===== src/rtl/parking_pkg.sv =====
// Shared types for the multi-lane parking garage LIFO: command opcodes and response status flags.
package parking_pkg;

    typedef enum logic [1:0] {
        OpPush   = 2'd0,
        OpPop    = 2'd1,
        OpPeek   = 2'd2,
        OpSearch = 2'd3
    } op_e;

    // Width-independent part of a response; data/index widths follow the top-level parameters.
    typedef struct packed {
        logic hit;
        logic multi;
        logic error;
    } rsp_flags_t;

endpackage


===== src/rtl/parking_lane.sv =====
// One LIFO lane: slot memory, fill pointer, post-PUSH/POP cooldown counter and a search encoder.
module parking_lane #(
    parameter int unsigned DATA_WIDTH      = 16,
    parameter int unsigned DEPTH           = 8,
    parameter int unsigned COOLDOWN_CYCLES = 1
) (
    input  logic                       clk,
    input  logic                       reset,
    input  logic                       push,
    input  logic                       pop,
    input  logic [DATA_WIDTH-1:0]      push_data,
    input  logic [DATA_WIDTH-1:0]      key,
    output logic [DATA_WIDTH-1:0]      top_data,
    output logic [$clog2(DEPTH):0]     ptr,
    output logic                       full,
    output logic                       empty,
    output logic                       cooldown,
    output logic                       hit,
    output logic                       multi,
    output logic [$clog2(DEPTH)-1:0]   match_index,
    output logic [DATA_WIDTH-1:0]      match_data
);

    localparam int unsigned IDX_W = $clog2(DEPTH);
    localparam int unsigned CNT_W = (COOLDOWN_CYCLES > 0) ? $clog2(COOLDOWN_CYCLES + 1) : 1;
    localparam logic [IDX_W:0]   PTR_ONE = 1;
    localparam logic [CNT_W-1:0] CNT_ONE = 1;

    logic [DATA_WIDTH-1:0] mem [DEPTH];
    logic [IDX_W:0]        ptr_q, ptr_d;
    logic [IDX_W:0]        top_ptr;
    logic [CNT_W-1:0]      cnt_q, cnt_d;

    assign top_ptr  = ptr_q - PTR_ONE;
    assign top_data = mem[top_ptr[IDX_W-1:0]];
    assign ptr      = ptr_q;
    assign full     = (ptr_q == IDX_W'(0) + (IDX_W + 1)'(DEPTH));
    assign empty    = (ptr_q == '0);
    assign cooldown = (cnt_q != '0);

    always_comb begin
        ptr_d = ptr_q;
        cnt_d = (cnt_q != '0) ? cnt_q - CNT_ONE : cnt_q;
        if (push) begin
            ptr_d = ptr_q + PTR_ONE;
            cnt_d = CNT_W'(COOLDOWN_CYCLES);
        end else if (pop) begin
            ptr_d = ptr_q - PTR_ONE;
            cnt_d = CNT_W'(COOLDOWN_CYCLES);
        end
    end

    always_ff @(posedge clk) begin
        if (!reset) begin
            ptr_q <= '0;
            cnt_q <= '0;
        end else begin
            ptr_q <= ptr_d;
            cnt_q <= cnt_d;
        end
    end

    // Storage is deliberately left uncleared by reset; only the pointer defines live slots.
    always_ff @(posedge clk) begin
        if (push) begin
            mem[ptr_q[IDX_W-1:0]] <= push_data;
        end
    end

    // Ascending scan so the highest live matching slot wins; a second match flags multi.
    always_comb begin
        hit         = 1'b0;
        multi       = 1'b0;
        match_index = '0;
        match_data  = '0;
        for (int unsigned i = 0; i < DEPTH; i++) begin
            if (((IDX_W + 1)'(i) < ptr_q) && (mem[i] == key)) begin
                if (hit) begin
                    multi = 1'b1;
                end
                hit         = 1'b1;
                match_index = IDX_W'(i);
                match_data  = mem[i];
            end
        end
    end

endmodule


===== src/rtl/parking_garage_lifo.sv =====
// Multi-lane valet LIFO: decodes one command per cycle, steers it to a lane, registers the response.
module parking_garage_lifo
    import parking_pkg::*;
#(
    parameter int unsigned DATA_WIDTH      = 16,
    parameter int unsigned DEPTH           = 8,
    parameter int unsigned NUM_LANES       = 4,
    parameter int unsigned COOLDOWN_CYCLES = 1,
    localparam int unsigned LANE_W = (NUM_LANES > 1) ? $clog2(NUM_LANES) : 1,
    localparam int unsigned IDX_W  = $clog2(DEPTH)
) (
    input  logic                  clk,
    input  logic                  reset,
    input  logic                  cmd_valid,
    output logic                  cmd_ready,
    input  logic [1:0]            cmd_op,
    input  logic [LANE_W-1:0]     cmd_lane,
    input  logic [DATA_WIDTH-1:0] cmd_data,
    output logic                  rsp_valid,
    output logic [DATA_WIDTH-1:0] rsp_data,
    output logic                  rsp_hit,
    output logic                  rsp_multi,
    output logic [IDX_W-1:0]      rsp_index,
    output logic                  rsp_error,
    output logic [NUM_LANES-1:0]  lane_full,
    output logic [NUM_LANES-1:0]  lane_empty,
    output logic [NUM_LANES-1:0]  lane_cooldown
);

    // Lane arrays are padded to the full index range so cmd_lane always selects a real element.
    localparam int unsigned NUM_SLOTS = 1 << LANE_W;
    localparam logic [IDX_W:0] PTR_ONE = 1;

    typedef struct packed {
        logic [DATA_WIDTH-1:0] data;
        rsp_flags_t            flags;
        logic [IDX_W-1:0]      index;
    } rsp_t;

    op_e                   op;
    logic                  lane_ok;
    logic                  is_push_pop;
    logic                  accept;
    logic [IDX_W:0]        sel_top_ptr;

    logic [DATA_WIDTH-1:0] top_data    [NUM_SLOTS];
    logic [DATA_WIDTH-1:0] match_data  [NUM_SLOTS];
    logic [IDX_W:0]        ptr         [NUM_SLOTS];
    logic [IDX_W-1:0]      match_index [NUM_SLOTS];
    logic [NUM_SLOTS-1:0]  full, empty, cool, hit, multi, push, pop;

    rsp_t                  rsp_d, rsp_q;
    logic                  rsp_valid_d, rsp_valid_q;

    for (genvar g = 0; g < NUM_SLOTS; g++) begin : g_lane
        if (g < NUM_LANES) begin : g_real
            parking_lane #(
                .DATA_WIDTH      (DATA_WIDTH),
                .DEPTH           (DEPTH),
                .COOLDOWN_CYCLES (COOLDOWN_CYCLES)
            ) u_lane (
                .clk         (clk),
                .reset       (reset),
                .push        (push[g]),
                .pop         (pop[g]),
                .push_data   (cmd_data),
                .key         (cmd_data),
                .top_data    (top_data[g]),
                .ptr         (ptr[g]),
                .full        (full[g]),
                .empty       (empty[g]),
                .cooldown    (cool[g]),
                .hit         (hit[g]),
                .multi       (multi[g]),
                .match_index (match_index[g]),
                .match_data  (match_data[g])
            );
        end else begin : g_pad
            assign top_data[g]    = '0;
            assign match_data[g]  = '0;
            assign ptr[g]         = '0;
            assign match_index[g] = '0;
            assign full[g]        = 1'b0;
            assign empty[g]       = 1'b1;
            assign cool[g]        = 1'b0;
            assign hit[g]         = 1'b0;
            assign multi[g]       = 1'b0;
        end
    end

    assign op          = op_e'(cmd_op);
    assign lane_ok     = (32'(cmd_lane) < NUM_LANES);
    assign is_push_pop = (op == OpPush) || (op == OpPop);
    assign cmd_ready   = !(is_push_pop && lane_ok && cool[cmd_lane]);
    // A command in a reset cycle is dropped: no lane update and no response.
    assign accept      = cmd_valid && cmd_ready && reset;
    assign sel_top_ptr = ptr[cmd_lane] - PTR_ONE;

    always_comb begin
        push        = '0;
        pop         = '0;
        rsp_d       = '0;
        rsp_valid_d = 1'b0;
        if (accept) begin
            rsp_valid_d = 1'b1;
            if (!lane_ok) begin
                rsp_d.flags.error = 1'b1;
            end else begin
                unique case (op)
                    OpPush: begin
                        if (full[cmd_lane]) begin
                            rsp_d.flags.error = 1'b1;
                        end else begin
                            push[cmd_lane] = 1'b1;
                            rsp_d.index    = ptr[cmd_lane][IDX_W-1:0];
                        end
                    end
                    OpPop, OpPeek: begin
                        if (empty[cmd_lane]) begin
                            rsp_d.flags.error = 1'b1;
                        end else begin
                            pop[cmd_lane] = (op == OpPop);
                            rsp_d.data    = top_data[cmd_lane];
                            rsp_d.index   = sel_top_ptr[IDX_W-1:0];
                        end
                    end
                    OpSearch: begin
                        if (hit[cmd_lane]) begin
                            rsp_d.flags.hit   = 1'b1;
                            rsp_d.flags.multi = multi[cmd_lane];
                            rsp_d.data        = match_data[cmd_lane];
                            rsp_d.index       = match_index[cmd_lane];
                        end
                    end
                    default: ;
                endcase
            end
        end
    end

    always_ff @(posedge clk) begin
        if (!reset) begin
            rsp_valid_q <= 1'b0;
            rsp_q       <= '0;
        end else begin
            rsp_valid_q <= rsp_valid_d;
            rsp_q       <= rsp_d;
        end
    end

    assign rsp_valid     = rsp_valid_q;
    assign rsp_data      = rsp_q.data;
    assign rsp_hit       = rsp_q.flags.hit;
    assign rsp_multi     = rsp_q.flags.multi;
    assign rsp_index     = rsp_q.index;
    assign rsp_error     = rsp_q.flags.error;
    assign lane_full     = full[NUM_LANES-1:0];
    assign lane_empty    = empty[NUM_LANES-1:0];
    assign lane_cooldown = cool[NUM_LANES-1:0];

endmodule


===== config.mk =====
export PLATFORM = sky130hd
export DESIGN_NAME = parking_garage_lifo
export DESIGN_NICKNAME = d
export VERILOG_FILES = /design/src/rtl/parking_pkg.sv /design/src/rtl/parking_lane.sv /design/src/rtl/parking_garage_lifo.sv
export SDC_FILE = /design/constraint.sdc
export NUM_CORES = 2
export LEC_CHECK = 0
export CAP_MARGIN = 40
export CORE_ASPECT_RATIO = 0.75
export CORE_MARGIN = 2
export CORE_UTILIZATION = 25
export CTS_BUF_LIST = sky130_fd_sc_hd__clkbuf_8 sky130_fd_sc_hd__clkbuf_16
export CTS_CLUSTER_DIAMETER = 120
export DETAILED_ROUTE_END_ITERATION = 10
export MAX_ROUTING_LAYER = met4
export PLACE_DENSITY = 0.37
export SETUP_SLACK_MARGIN = 0.4
export SLEW_MARGIN = 20
export SYNTH_ARGS = -nofsm -noshare
export SYNTH_HDL_FRONTEND = slang
export SYNTH_SLANG_ARGS = --single-unit
export TNS_END_PERCENT = 30

===== constraint.sdc =====
create_clock -name clk -period 5.7 [get_ports clk]
set_input_delay 1.14 -clock clk [delete_from_list [all_inputs] [get_ports clk]]
set_output_delay 1.14 -clock clk [all_outputs]
set_load 0.005 [all_outputs]

# After elaboration in Yosys (flattened, before gate mapping)
# Memory sizes are Yosys's and may differ from the RTL's.
# Index checks and enable logic that the tools add are counted.
[totals] ff_bits=43 latch_bits=0 ram_bits=512 romBits=0 out_inout_bits=36 elab_cells=375 n_memories=4
[op_classes] add_sub_neg=13 multipliers=0 n_div=0 magnitude_cmp=35 eq_ne=39 shifts=0 mux=217 n_bitwise=2 reduce_logical=51
[memory_table] memory="g_lane[0].g_real.u_lane.mem" depth=8 width=16 read_ports=9 rd_ports_with_merged_regs=0 write_ports=1 line_no="parking_lane.sv:29" rtl="logic [DATA_WIDTH-1:0] mem [DEPTH];"
[memory_table] memory="g_lane[1].g_real.u_lane.mem" depth=8 width=16 read_ports=9 rd_ports_with_merged_regs=0 write_ports=1 line_no="parking_lane.sv:29"
[memory_table] memory="g_lane[2].g_real.u_lane.mem" depth=8 width=16 read_ports=9 rd_ports_with_merged_regs=0 write_ports=1 line_no="parking_lane.sv:29"
[memory_table] memory="g_lane[3].g_real.u_lane.mem" depth=8 width=16 read_ports=9 rd_ports_with_merged_regs=0 write_ports=1 line_no="parking_lane.sv:29"
[ops] operator="2-to-1 mux 16 bit" n=37
[ops] operator="equality test 16 bit" n=32
[ops] operator="2-to-1 mux 1 bit" n=121
[ops] operator="2-to-1 mux 3 bit" n=23
[ops] operator="binary-select mux 16 bit (select 2 bit)" n=2
[ops] operator="less-than comparator 3 x 4 -> 1 bit (first input constant)" n=16
[ops] operator="2-to-1 mux 4 bit" n=14
[ops] operator="logical AND 1 bit" n=36
[ops] operator="less-than comparator 1 x 4 -> 1 bit (first input constant)" n=8
[ops] operator="less-than comparator 2 x 4 -> 1 bit (first input constant)" n=8
[ops] operator="one-hot mux 16 bit (2 select lines)" n=1
[ops] operator="2-to-1 mux 18 bit" n=1
[ops] operator="adder 4 x 1 -> 4 bit (second input constant)" n=4
[ops] operator="equality test 4 bit (second input constant)" n=4
[ops] operator="zero test 4 bit" n=4
[ops] operator="2-to-1 mux 2 bit" n=8
[ops] operator="subtractor 4 x 1 -> 4 bit (second input constant)" n=4
[ops] operator="binary-select mux 1 bit (select 2 bit)" n=5
[ops] operator="one-hot mux 3 bit (3 select lines)" n=1
[ops] operator="binary-select mux 4 bit (select 2 bit)" n=1
[ops] operator="nonzero test 2 bit" n=4
[ops] operator="binary-select mux 3 bit (select 2 bit)" n=1
[ops] operator="AND 4 bit" n=1
[ops] operator="equality test 2 bit (second input constant)" n=2
[ops] operator="other kinds (16)" n=19

# Depth between registers and ports, before layout
# An unclocked memory read counts as a cell.
[logic_depth] ltp_word=22 depth_mapped=15

# Cells and area by module
# A second synthesis with hierarchy kept.
[unflattened] cells_unflattened=2626 area_unflattened_um2=33493.4
[by_module_without_submodules] mod="parking_lane at g_lane[1].g_real.u_lane ..." instances=3 cells_each=593 area_each_um2=7822.5 seq_area_each_um2=3943.8
[by_module_without_submodules] mod="parking_lane at g_lane[0].g_real.u_lane" instances=1 cells_each=690 area_each_um2=8049.0 seq_area_each_um2=3943.8
[by_module_without_submodules] mod="parking_garage_lifo" instances=1 cells_each=157 area_each_um2=1976.9 seq_area_each_um2=460.4

# Worst setup path after synthesis
# Ideal clock, no wire load.
[synth_path] kind="in2reg" start="input cmd_lane[1]" end="memory g_lane[2].g_real.u_lane.mem[1][0], enable pin" setup_time_ps=409 arrival_time_ps=3867 required_time_ps=5291 slack_ps=1424 stages=8 path_cell_list="clkbuf_1 -> mux4_2 -> o21ai_0 -> nand3_1 -> clkbuf_1 -> nor3_1 -> nand2_1 -> nor3_1"
[synth_between] elab_chain_cells=9 word_cells_on_any_way=18
[synth_lines] item="start, declared" line_no="parking_garage_lifo.sv:17" rtl="input logic [LANE_W-1:0] cmd_lane,"
[synth_lines] item="binary-select mux 1 bit (select 2 bit)" line_no="parking_garage_lifo.sv:94" rtl="assign cmd_ready = !(is_push_pop && lane_ok && cool[cmd_lane]);"
[synth_lines] item="2-to-1 mux 1 bit (not written as such)" line_no="parking_garage_lifo.sv:94"
[synth_lines] item="logical AND 1 bit" line_no="parking_garage_lifo.sv:94"
[synth_lines] item="zero test 1 bit" line_no="parking_garage_lifo.sv:94"
[synth_lines] item="net cmd_ready" line_no="parking_garage_lifo.sv:15" rtl="output logic cmd_ready,"
[synth_lines] item="logical AND 1 bit (2 in series)" line_no="parking_garage_lifo.sv:96" rtl="assign accept = cmd_valid && cmd_ready && reset;"
[synth_lines] item="2-to-1 mux 4 bit" line_no="parking_garage_lifo.sv:104" rtl="if (accept) begin"
[synth_lines] item="2-to-1 mux 1 bit" line_no="parking_lane.sv:65" rtl="if (push) begin"
[synth_lines] item="2-to-1 mux 1 bit (not written as such)" line_no="parking_lane.sv:66" rtl="mem[ptr_q[IDX_W-1:0]] <= push_data;"
[synth_lines] item="end, declared" line_no="parking_lane.sv:29"
# The timed path passes the listed nets, and every way through them passes these cells. The select of a mux whose other input is x is not followed.

# Worst setup path after layout
[layout_path] start="input cmd_data[14]" end="register rsp_q, in the netlist rsp_data[3]"
[layout_between] elab_chain_cells=15 word_cells_on_any_way=135
[layout_lines] item="start, declared" line_no="parking_garage_lifo.sv:18" rtl="input logic [DATA_WIDTH-1:0] cmd_data,"
[layout_lines] item="equality test 16 bit" line_no="parking_lane.sv:77" rtl="if (((IDX_W + 1)'(i) < ptr_q) && (mem[i] == key)) begin"
[layout_lines] item="logical AND 1 bit" line_no="parking_lane.sv:77"
[layout_lines] item="2-to-1 mux 16 bit (8 in series)" line_no="parking_lane.sv:77"
[layout_lines] item="binary-select mux 16 bit (select 2 bit)" line_no="parking_garage_lifo.sv:131" rtl="rsp_d.data = match_data[cmd_lane];"
[layout_lines] item="2-to-1 mux 16 bit (not written as such) (2 in series)" line_no="parking_garage_lifo.sv:131"
[layout_lines] item="2-to-1 mux 18 bit *" line_no="parking_garage_lifo.sv:128" rtl="if (hit[cmd_lane]) begin"
[layout_lines] item="one-hot mux 16 bit (2 select lines) *" line_no="parking_garage_lifo.sv:109" rtl="unique case (op)"
[layout_lines] item="end signal, assigned" line_no="parking_garage_lifo.sv:147" rtl="rsp_q <= rsp_d;"
[layout_lines] item="end, declared" line_no="parking_garage_lifo.sv:52" rtl="rsp_t rsp_d, rsp_q;"
# Every way passes the cells marked *; elsewhere a longest branch is shown, timed or not. The select of a mux whose other input is x is not followed.
# A chain may end at the register's enable or synchronous reset.

==> impl_metrics.ini <==
[outcome]
status = finished clean

[place]
detailed_place.area_um2 = 37820
finalWeightedCongestion = 0.9866
place.detailed.hpwl_um = 137500
io_buffers = 58

[critical_path]
required_ns = 6.21
critical_path.max_fanout = 37
rrSetupSlack_ns = 0.95
cp.arrival_ns = 5.49
critPathCaptureType = register
critical_path_class = in2reg
crit_path_start_kind = input pin

[clock_network]
cts_buffers = 68
cts.sink_count = 555
clk_pin_slew_worst_paths_ns = 0.06
cts_root_buffer = clkbuf_16
hold_buffers = 0
clockBufferDepth = 3
postCtsSetupRepairBufs = 0
cts_tree = done
clock_latency_ns = 0.69
post_cts_resized = 0
h-tree-depth = 3

[floorplan]
start_util_pct = 25.24
chipHeight_um = 324.7
num_rows = 117
die_area_um2 = 140100
ioPinCount = 59
core_um2 = 135900
fp.dieW_um = 431.6

[sta]
slew_headroom_pct = 33.94
fin_worst_skew_ns = 0.03741
hold_violations = 0
rsz0062_at_grt = false
finalSetupTns_ns = 0
setup_violations = 0
worstMarginPinSlew_ns = 0.9634
post-route-period-util_pct = 87.40
period_needed_ns = 4.982
finalMaxSlewViolations = 0
fmax_ghz = 0.2007

[finish]
nets = 3074
final-seq-area_um2 = 16240
layout_common_cells = edfxtp_1 (512), xor2_1 (314), buf_4 (223)
synthToLayoutAreaGrowth_pct = 16.80
multi_input_area_um2 = 16730
nFillCells = 13910
finalInstanceArea_um2 = 40040
final_common_cell = edfxtp_1
layout-drive-gt1-share_pct = 18.33

[routing]
drtPass1Iterations = 5
ant_nets = 0
drc_errors = 0
viasPerCell = 5.653
wl_per_cell_um = 36.89
wl_um = 179800
drtIter0Drc = 4079
route.vias.total = 27550

[grt]
grt_overflow = 0
antenna_found_initial = 14
grt_pass1_wl_um = 241700
grt_max_degree = 40
grt_pass1_vias = 26370
grt_use_total_pct = 25.84

[power_and_ir_drop]
powerDensity_nw_per_um2 = 242.1
power_mw = 9.694
vdd_drop_max_mv = 0.1688
p_leak_nw = 13.10

[yosys]
netlist.area_leader.share_pct = 44.85
syn_nets = 2921
syn_avg_cell_area_um2 = 11.91
synth_area_um2 = 34280
ys_seq_area_share_pct = 47.36
ys_seq_elements = 555
synth_area_leader_cell = edfxtp_1
syn_inst = 2878
async_flop_share_pct = 0
ys.flop_type = edfxtp_1
synth_edf_count = 512
yosysWarningCount = 0
synthTopCellsByArea = edfxtp_1 (45%), mux4_2 (8.8%), xor2_1 (8.1%), xnor2_1 (5.6%), dfxtp_1 (2.5%)
synth_cell_types = 91

[worst_hold_path]
hp-class = reg2reg

[job]
cap_violations = 0
[layer usage]
metal  wire, µm  part of all wire (%)  GRT usage [%]  up-vias
met3      17120                   9.5          6.418      170
met1      86560                    48          39.16    14530
met5          0                     0              -        -
met4       4344                   2.4          5.473        0
met2      71750                    40          33.93     1518
li1           -                     -              -    11330
[critical path, stage by stage]
cell	delay [ns]
buf_4	0.20
buf_12	0.30
xnor2_1	0.26
nand4_1	0.22
nor3_1	0.76
buf_4	0.27
a22oi_1	0.28
nand3_1	0.34
o32a_2	0.23
and4_1	0.54
o211ai_1	0.38
o31ai_1	0.51
[registers in the layout, indices dropped and copies added (netlist names)]
name and cells:
rsp_error 1, rsp_multi 1, g_lane.g_real.u_lane.cooldown 4, rsp_index 3, rsp_hit 1, g_lane.g_real.u_lane.mem 512
rsp_data 16, g_lane.g_real.u_lane.ptr 16, rsp_valid 1
[path summary, 6_finish.rpt]
check                                               startpoint                        endpoint  cells past startpoint
worst max-delay path                              cmd_data[14]                     rsp_data[3]                     12
worst max register to register  g_lane[2].g_real.u_lane.ptr[1]                     rsp_data[3]                     11
worst min register to register  g_lane[2].g_real.u_lane.ptr[2]  g_lane[2].g_real.u_lane.ptr[2]                      2
worst min-delay path            g_lane[2].g_real.u_lane.ptr[2]  g_lane[2].g_real.u_lane.ptr[2]                      2
[synthesized netlist by cell type (52+ instances only)]
cell type and count:
mux2i_1 72, nand2_1 163, a21oi_1 91, xor2_1 317, nor3_1 84, nor4_1 90
edfxtp_1 512, clkbuf_1 96, xnor2_1 218, nand3_1 71, o21ai_0 89, mux4_2 134
and3_1 52, nor2_1 135
[kinds of logic (layout without fill, tap and decap cells)]
| kind of cell | count (synthesis) | after routing | synth area share, % |
|---|---|---|---|
| muxes | 223 | 223 | 11.46 |
| AOI/OAI and AO/OA | 494 | 494 | 10.11 |
| other | 0 | 5 | 0 |
| DFF | 555 | 555 | 47.36 |
| buffers and inverters | 252 | 457 | 4.237 |
| adders and majority gates | 24 | 24 | 0.8467 |
| xor gates and xnor gates | 535 | 535 | 13.67 |
| and+or+nand+nor | 795 | 795 | 12.32 |
[report_power, final]
group / total (mW) / internal [mW] / switching [mW]
clock: 4.35 / 2.42 / 1.93
sequential: 4.46 / 4.45 / 0.0104
combinational: 0.884 / 0.277 / 0.607
total: 9.69 / 7.15 / 2.54
[layout make-up]
cell class	instances	area share [%]
Inverter	39	0.3656
Sequential cell	555	40.56
Clock inverter	51	0.8999
Tap cell	1785	5.577
Multi-Input combinational cell	2071	41.78
Timing Repair Buffer	296	6.377
Clock buffer	71	4.409
Antenna cell	5	0.03125
[metrics by stage]
stage	instances	utilization [%]	hold WS, ns	setup slack, ns
after global placement	4730	27.80	0.5690	-0.2115
after global routing	4872	29.47	0.6540	0.7376
final	4873	29.48	0.5997	0.7183
after floorplan	2878	-	0.6338	1.424
after detailed placement	4737	27.84	0.5874	0.2411
after CTS	4859	29.41	0.6029	0.9433
(Power assumes the default switching activity.)
==> RTL edit 1: new RTL, same flow settings <==
Set the parameter `NUM_LANES` to 2 (it was 4).
--- a/src/rtl/parking_garage_lifo.sv
+++ b/src/rtl/parking_garage_lifo.sv
@@ -5,5 +5,5 @@
     parameter int unsigned DATA_WIDTH      = 16,
     parameter int unsigned DEPTH           = 8,
-    parameter int unsigned NUM_LANES       = 4,
+    parameter int unsigned NUM_LANES       = 2,
     parameter int unsigned COOLDOWN_CYCLES = 1,
     localparam int unsigned LANE_W = (NUM_LANES > 1) ? $clog2(NUM_LANES) : 1,
Interface: changed (resized cmd_lane, lane_cooldown, lane_empty and lane_full); port bits go from 59 to 52. The function was not compared with the original's and may differ.
==> RTL edit 1 against the original RTL <==
- power decreased by 48%
- sequential cell count decreased by 266
- sequential share of layout area increased by 0.54 points
- worst setup slack improved by 0.59 ns
- critical path depth decreased by 1
- area after synthesis decreased by 49%
- cell area decreased by 49%
- wire length decreased by 60%
- largest power group is now the clock network
- highest routed layer unchanged
==> RTL edit 1: results (changes against the original RTL) <==
Status
  • Result of the run: finished, final reports clean

GRT
  • GR Util met2: 25.5% (-8.5 points)
  • Met1 track demand over resource: 33.7% (-5.5 points)
  • M3 GR Usage: 4.85% (-1.6 points)
  • GRT Util Overall: 20.8% (-5.0 points)
  • Number of global-route vias before repair: 12798 (-51%)
  • Pin count of the biggest net entering global routing: 36 (-10%)

Logic synthesis
  • Part of the Yosys area used for sequential elements: 47.9% (+0.58 points)
  • Count of cell types in the netlist: 77 (-15%)
  • Complex-gate fraction of the synthesized area: 9.91% (-0.20 points)
  • Adder-cell area share of the yosys netlist: 1.11% (+0.26 points)
  • Parity-gate share of the synthesized area counting xor and xnor cells: 13.3% (-0.39 points)
  • Count of flip-flops with a built-in enable after synthesis: 256 (-50%)
  • Mux cell area share after synthesis: 11.3% (-0.12 points)
  • Cells taking the most area after synthesis: edfxtp_1 44%, xor2_1 8.9%, mux4_2 8.3%, xnor2_1 4.4%, dfxtp_1 3.8%

Detailed routing
  • Pre-Repair DR Iteration Count: 7 (+2)
  • Routed wl met2: 26800 µm (-63%)
  • Drt first-iter violations: 1537 (-62%)
  • Vias/cell: 5.21 (-7.9%)
  • Routed length on met1: 38300 µm (-56%)
  • DR WL met3: 6370 µm (-63%)

Final layout
  • Number of nets in the finished design: 1550 (-50%)
  • Count of inserted antenna diode cells: 0 (-5)
  • Ratio of cells with drive above 1 in the final layout: 18.0% (-0.30 points)

Hold path
  • Worst Hold Endpoint: rsp_data[13]

Critical path
  • Stage delay of the slowest cell on the critical path: 0.91 ns (+0.15 ns)
  • WP data arrival: 4.87 ns (-0.62 ns)
  • End of the worst register-to-register path: rsp_data[9]
  • Worst-path fanout max: 14 (-62%)
  • Max stage delay cell, worst path: or4_1

CTS
  • Clock latency at the later pin of the worst-skew pair: 0.57 ns (-0.12 ns)
  • Number of levels in the clock H-tree: 2 (-1)

STA
  • Clock Skews: 0.0338 ns (-0.00360 ns)
  • Hold Worst Slack: 0.717 ns (+0.117 ns)

Placed design
  • Worst slack at placement: 0.801 ns (+0.559 ns)
  • Final RePlAce weighted congestion: 0.905 (-8.3%)
  • Port bufs: 51 (-12%)
  • DP Wirelength: 55400 µm (-60%)
RTL edit 1: changes by cell type after synthesis, moves of 48 or more:
| cell | before | now |
|---|---|---|
| edfxtp_1 | 512 | 256 |
| xor2_1 | 317 | 177 |
| xnor2_1 | 218 | 87 |
| nor2_1 | 135 | 55 |
| mux4_2 | 134 | 64 |
| nor3_1 | 84 | 30 |
| o21ai_0 | 89 | 36 |
| clkbuf_1 | 96 | 47 |
| nor4_1 | 90 | 42 |
RTL edit 1: worst max-delay path by stage:
stage	start	end	slack, ns	depth (start not counted)
final	cmd_data[4]	rsp_data[3]	1.31	11
after floorplan	cmd_op[1]	g_lane[0].g_real.u_lane.mem[0][0]	1.10	9
after global routing	cmd_data[4]	rsp_data[3]	1.10	11
after detailed placement	cmd_data[4]	rsp_data[0]	0.80	11
after global placement	cmd_data[4]	rsp_data[13]	0.80	11
after CTS	cmd_data[4]	rsp_data[5]	1.41	11
RTL edit 1: through the flow:
| stage | cells | instance area [µm²] | utilization (%) |
|---|---|---|---|
| 2_1_floorplan | 1451 | 17400 | - |
| 3_3_place_gp | 2408 | 19100 | 27.8 |
| 3_5_place_dp | 2411 | 19100 | 27.9 |
| 4_1_cts | 2476 | 20300 | 29.6 |
| 5_1_grt | 2477 | 20300 | 29.6 |
| 6_report | 2477 | 20300 | 29.6 |
RTL edit 1: final cells by class:
type	instances	share of cell area [%]
Multi-Input combinational cell	1032	41.6
Sequential cell	289	41.1
Tap cell	935	5.76
Timing Repair Buffer	138	5.44
Clock buffer	37	4.56
Clock inverter	28	1.19
Inverter	18	0.333
RTL edit 1: power breakdown:
part / internal [mW] / leakage (nW) / switching [mW]
Sequential: 2.31 / 2.57 / 0.00422
Combinational: 0.125 / 3.60 / 0.262
Clock: 1.36 / 0.590 / 0.993
Total: 3.79 / 6.76 / 1.26
==> RTL edit 2: new RTL, same settings <==
Made on the original files. Make the reset (`reset`) asynchronous in 2 clocked blocks.
--- a/src/rtl/parking_lane.sv
+++ b/src/rtl/parking_lane.sv
@@ -51,5 +51,5 @@
     end
 
-    always_ff @(posedge clk) begin
+    always_ff @(posedge clk or negedge reset) begin
         if (!reset) begin
             ptr_q <= '0;
--- a/src/rtl/parking_garage_lifo.sv
+++ b/src/rtl/parking_garage_lifo.sv
@@ -139,5 +139,5 @@
     end
 
-    always_ff @(posedge clk) begin
+    always_ff @(posedge clk or negedge reset) begin
         if (!reset) begin
             rsp_valid_q <= 1'b0;
Formal check against the unedited RTL: differs if reset is asserted again (counterexample within 4 cycles, from zero or initial values and one cycle with reset low); with reset held inactive, the same outputs for 4 cycles.
==> RTL edit 2 against the original RTL <==
- worst setup slack improved by 0.12 ns
- cell area increased by 0.32%
- wire length fell by 5.3%
- synthesized cell count decreased by 5.5%
- clock skew decreased by 0.0023 ns
- sequential cell count unchanged
- register-to-register slack worse by 0.05 ns
- area after synthesis is 1.0% lower
- global-route usage down 0.95 points
- critical path type unchanged
- critical endpoint is now rsp_data[13]
Power is not compared: it rests on default switching activity, and its combinational part moved more than twofold at a synthesized area within 25%.
==> RTL edit 2: results (changes against the original RTL) <==
Status
  • Result of the run: finished, final reports clean

GRT
  • Pin count of the biggest net entering global routing: 50 (+25%)
  • Wire length of the first global-routing pass: 231000 µm (-4.5%)
  • GRT Util Overall: 24.9% (-0.95 points)

Placed design
  • DP Wirelength: 130000 µm (-5.5%)
  • Final RePlAce weighted congestion: 0.998 (+1.2%)
  • Port bufs: 58 (unchanged)
  • Worst slack at placement: 0.308 ns (+0.0667 ns)

Logic synthesis
  • Part of the Yosys area used for sequential elements: 48.5% (+1.1 points)
  • Synth async-reset ratio: 7.75% (+7.7 points)
  • Count of cell types in the netlist: 86 (-5.5%)
  • Mapped Nets: 2764 (-5.4%)

Hold path
  • Type of the most critical hold path: in -> async

Final layout
  • Non-clk invs: 43 (+10%)
  • Clock buffer and inverter area fraction after layout: 5.28% (-0.032 points)
  • Area used by sequential logic in the layout: 16500 µm² (+1.3%)
  • Area taken by multi-input logic gates: 16200 µm² (-3.1%)
  • Number of nets in the finished design: 2922 (-4.9%)
  • Non-clock buffer contribution to total cell area: 7.38% (+1.0 points)
  • Count of buffers not belonging to the clock network in the layout: 299 (+1.0%)
  • Count of inserted antenna diode cells: 10 (+5)
  • Ratio of cells with drive above 1 in the final layout: 20.4% (+2.1 points)

CTS
  • Clock buffer count from CTS: 67 (-1.5%)

STA
  • Clock Skews: 0.0351 ns (-0.00230 ns)
  • Highest clock frequency the design can meet: 206 MHz (+2.4%)
  • Hold Worst Slack: 0.608 ns (+0.00834 ns)
  • Worst relative slew slack: 29.2% (-4.7 points)

Critical path
  • End of the worst register-to-register path: rsp_data[10]
  • Termination of the worst setup path: rsp_data[13]
  • Worst Reg2Reg Path Length in Cells: 13 (+2)
  • Stage delay of the slowest cell on the critical path: 0.70 ns (-0.06 ns)
  • WP data arrival: 5.42 ns (-0.07 ns)
  • Worst reg2reg setup slack: 0.90 ns (-0.05 ns)
  • Worst-path fanout max: 29 (-22%)
  • Beginning of the critical path: cmd_data[0]
  • Max stage delay cell, worst path: o21ai_0

Detailed routing
  • Vias/cell: 5.57 (-1.4%)
  • Drt first-iter violations: 3696 (-9.4%)
-- RTL edit 2: cell count changes after synthesis, moves of 29 or more --
cell | unedited run | this run
dfrtp_1 | 0 | 43
xnor2_1 | 218 | 262
a21oi_1 | 91 | 62
nand2_1 | 163 | 85
o22ai_1 | 11 | 60
xor2_1 | 317 | 267
dfxtp_1 | 43 | 0
-- RTL edit 2: metrics by stage --
step / std cells / cell area (µm²) / utilization [%]
2_1_floorplan: 2721 / 33900 / -
6_report: 4723 / 40200 / 29.7
4_1_cts: 4709 / 40100 / 29.7
3_3_place_gp: 4579 / 37800 / 28.0
3_5_place_dp: 4591 / 38000 / 28.1
5_1_grt: 4717 / 40200 / 29.7
-- RTL edit 2: where the power goes --
group | switching (mW) | internal [mW]
registers | 0.234 | 4.52
logic | 3.49 | 2.08
clock network | 1.90 | 2.44
-- RTL edit 2: metal layers --
| metal | vias up | share of wire [%] | GRT usage, % |
|---|---|---|---|
| met3 | 156 | 10 | 6.45 |
| met2 | 1438 | 40 | 33.3 |
| met1 | 13888 | 48 | 37.6 |
| met4 | 0 | 1.6 | 3.82 |
| li1 | 10841 | - | - |
| met5 | - | 0 | - |
-- RTL edit 2: cell families (layout without fill, tap and decap cells) --
| logic type | after synthesis | in the layout | share of synthesized area (%) |
|---|---|---|---|
| AO/OA/AOI/OAI | 443 | 443 | 9.23 |
| XOR/XNOR | 532 | 532 | 13.8 |
| other | 0 | 10 | 0 |
| flip-flops | 555 | 555 | 48.5 |
| adder cells (fa/ha/maj) | 26 | 26 | 0.914 |
| AND/OR/NAND/NOR | 650 | 650 | 10.5 |
| buffers and inverters | 253 | 460 | 4.28 |
| multiplexers | 262 | 262 | 12.8 |
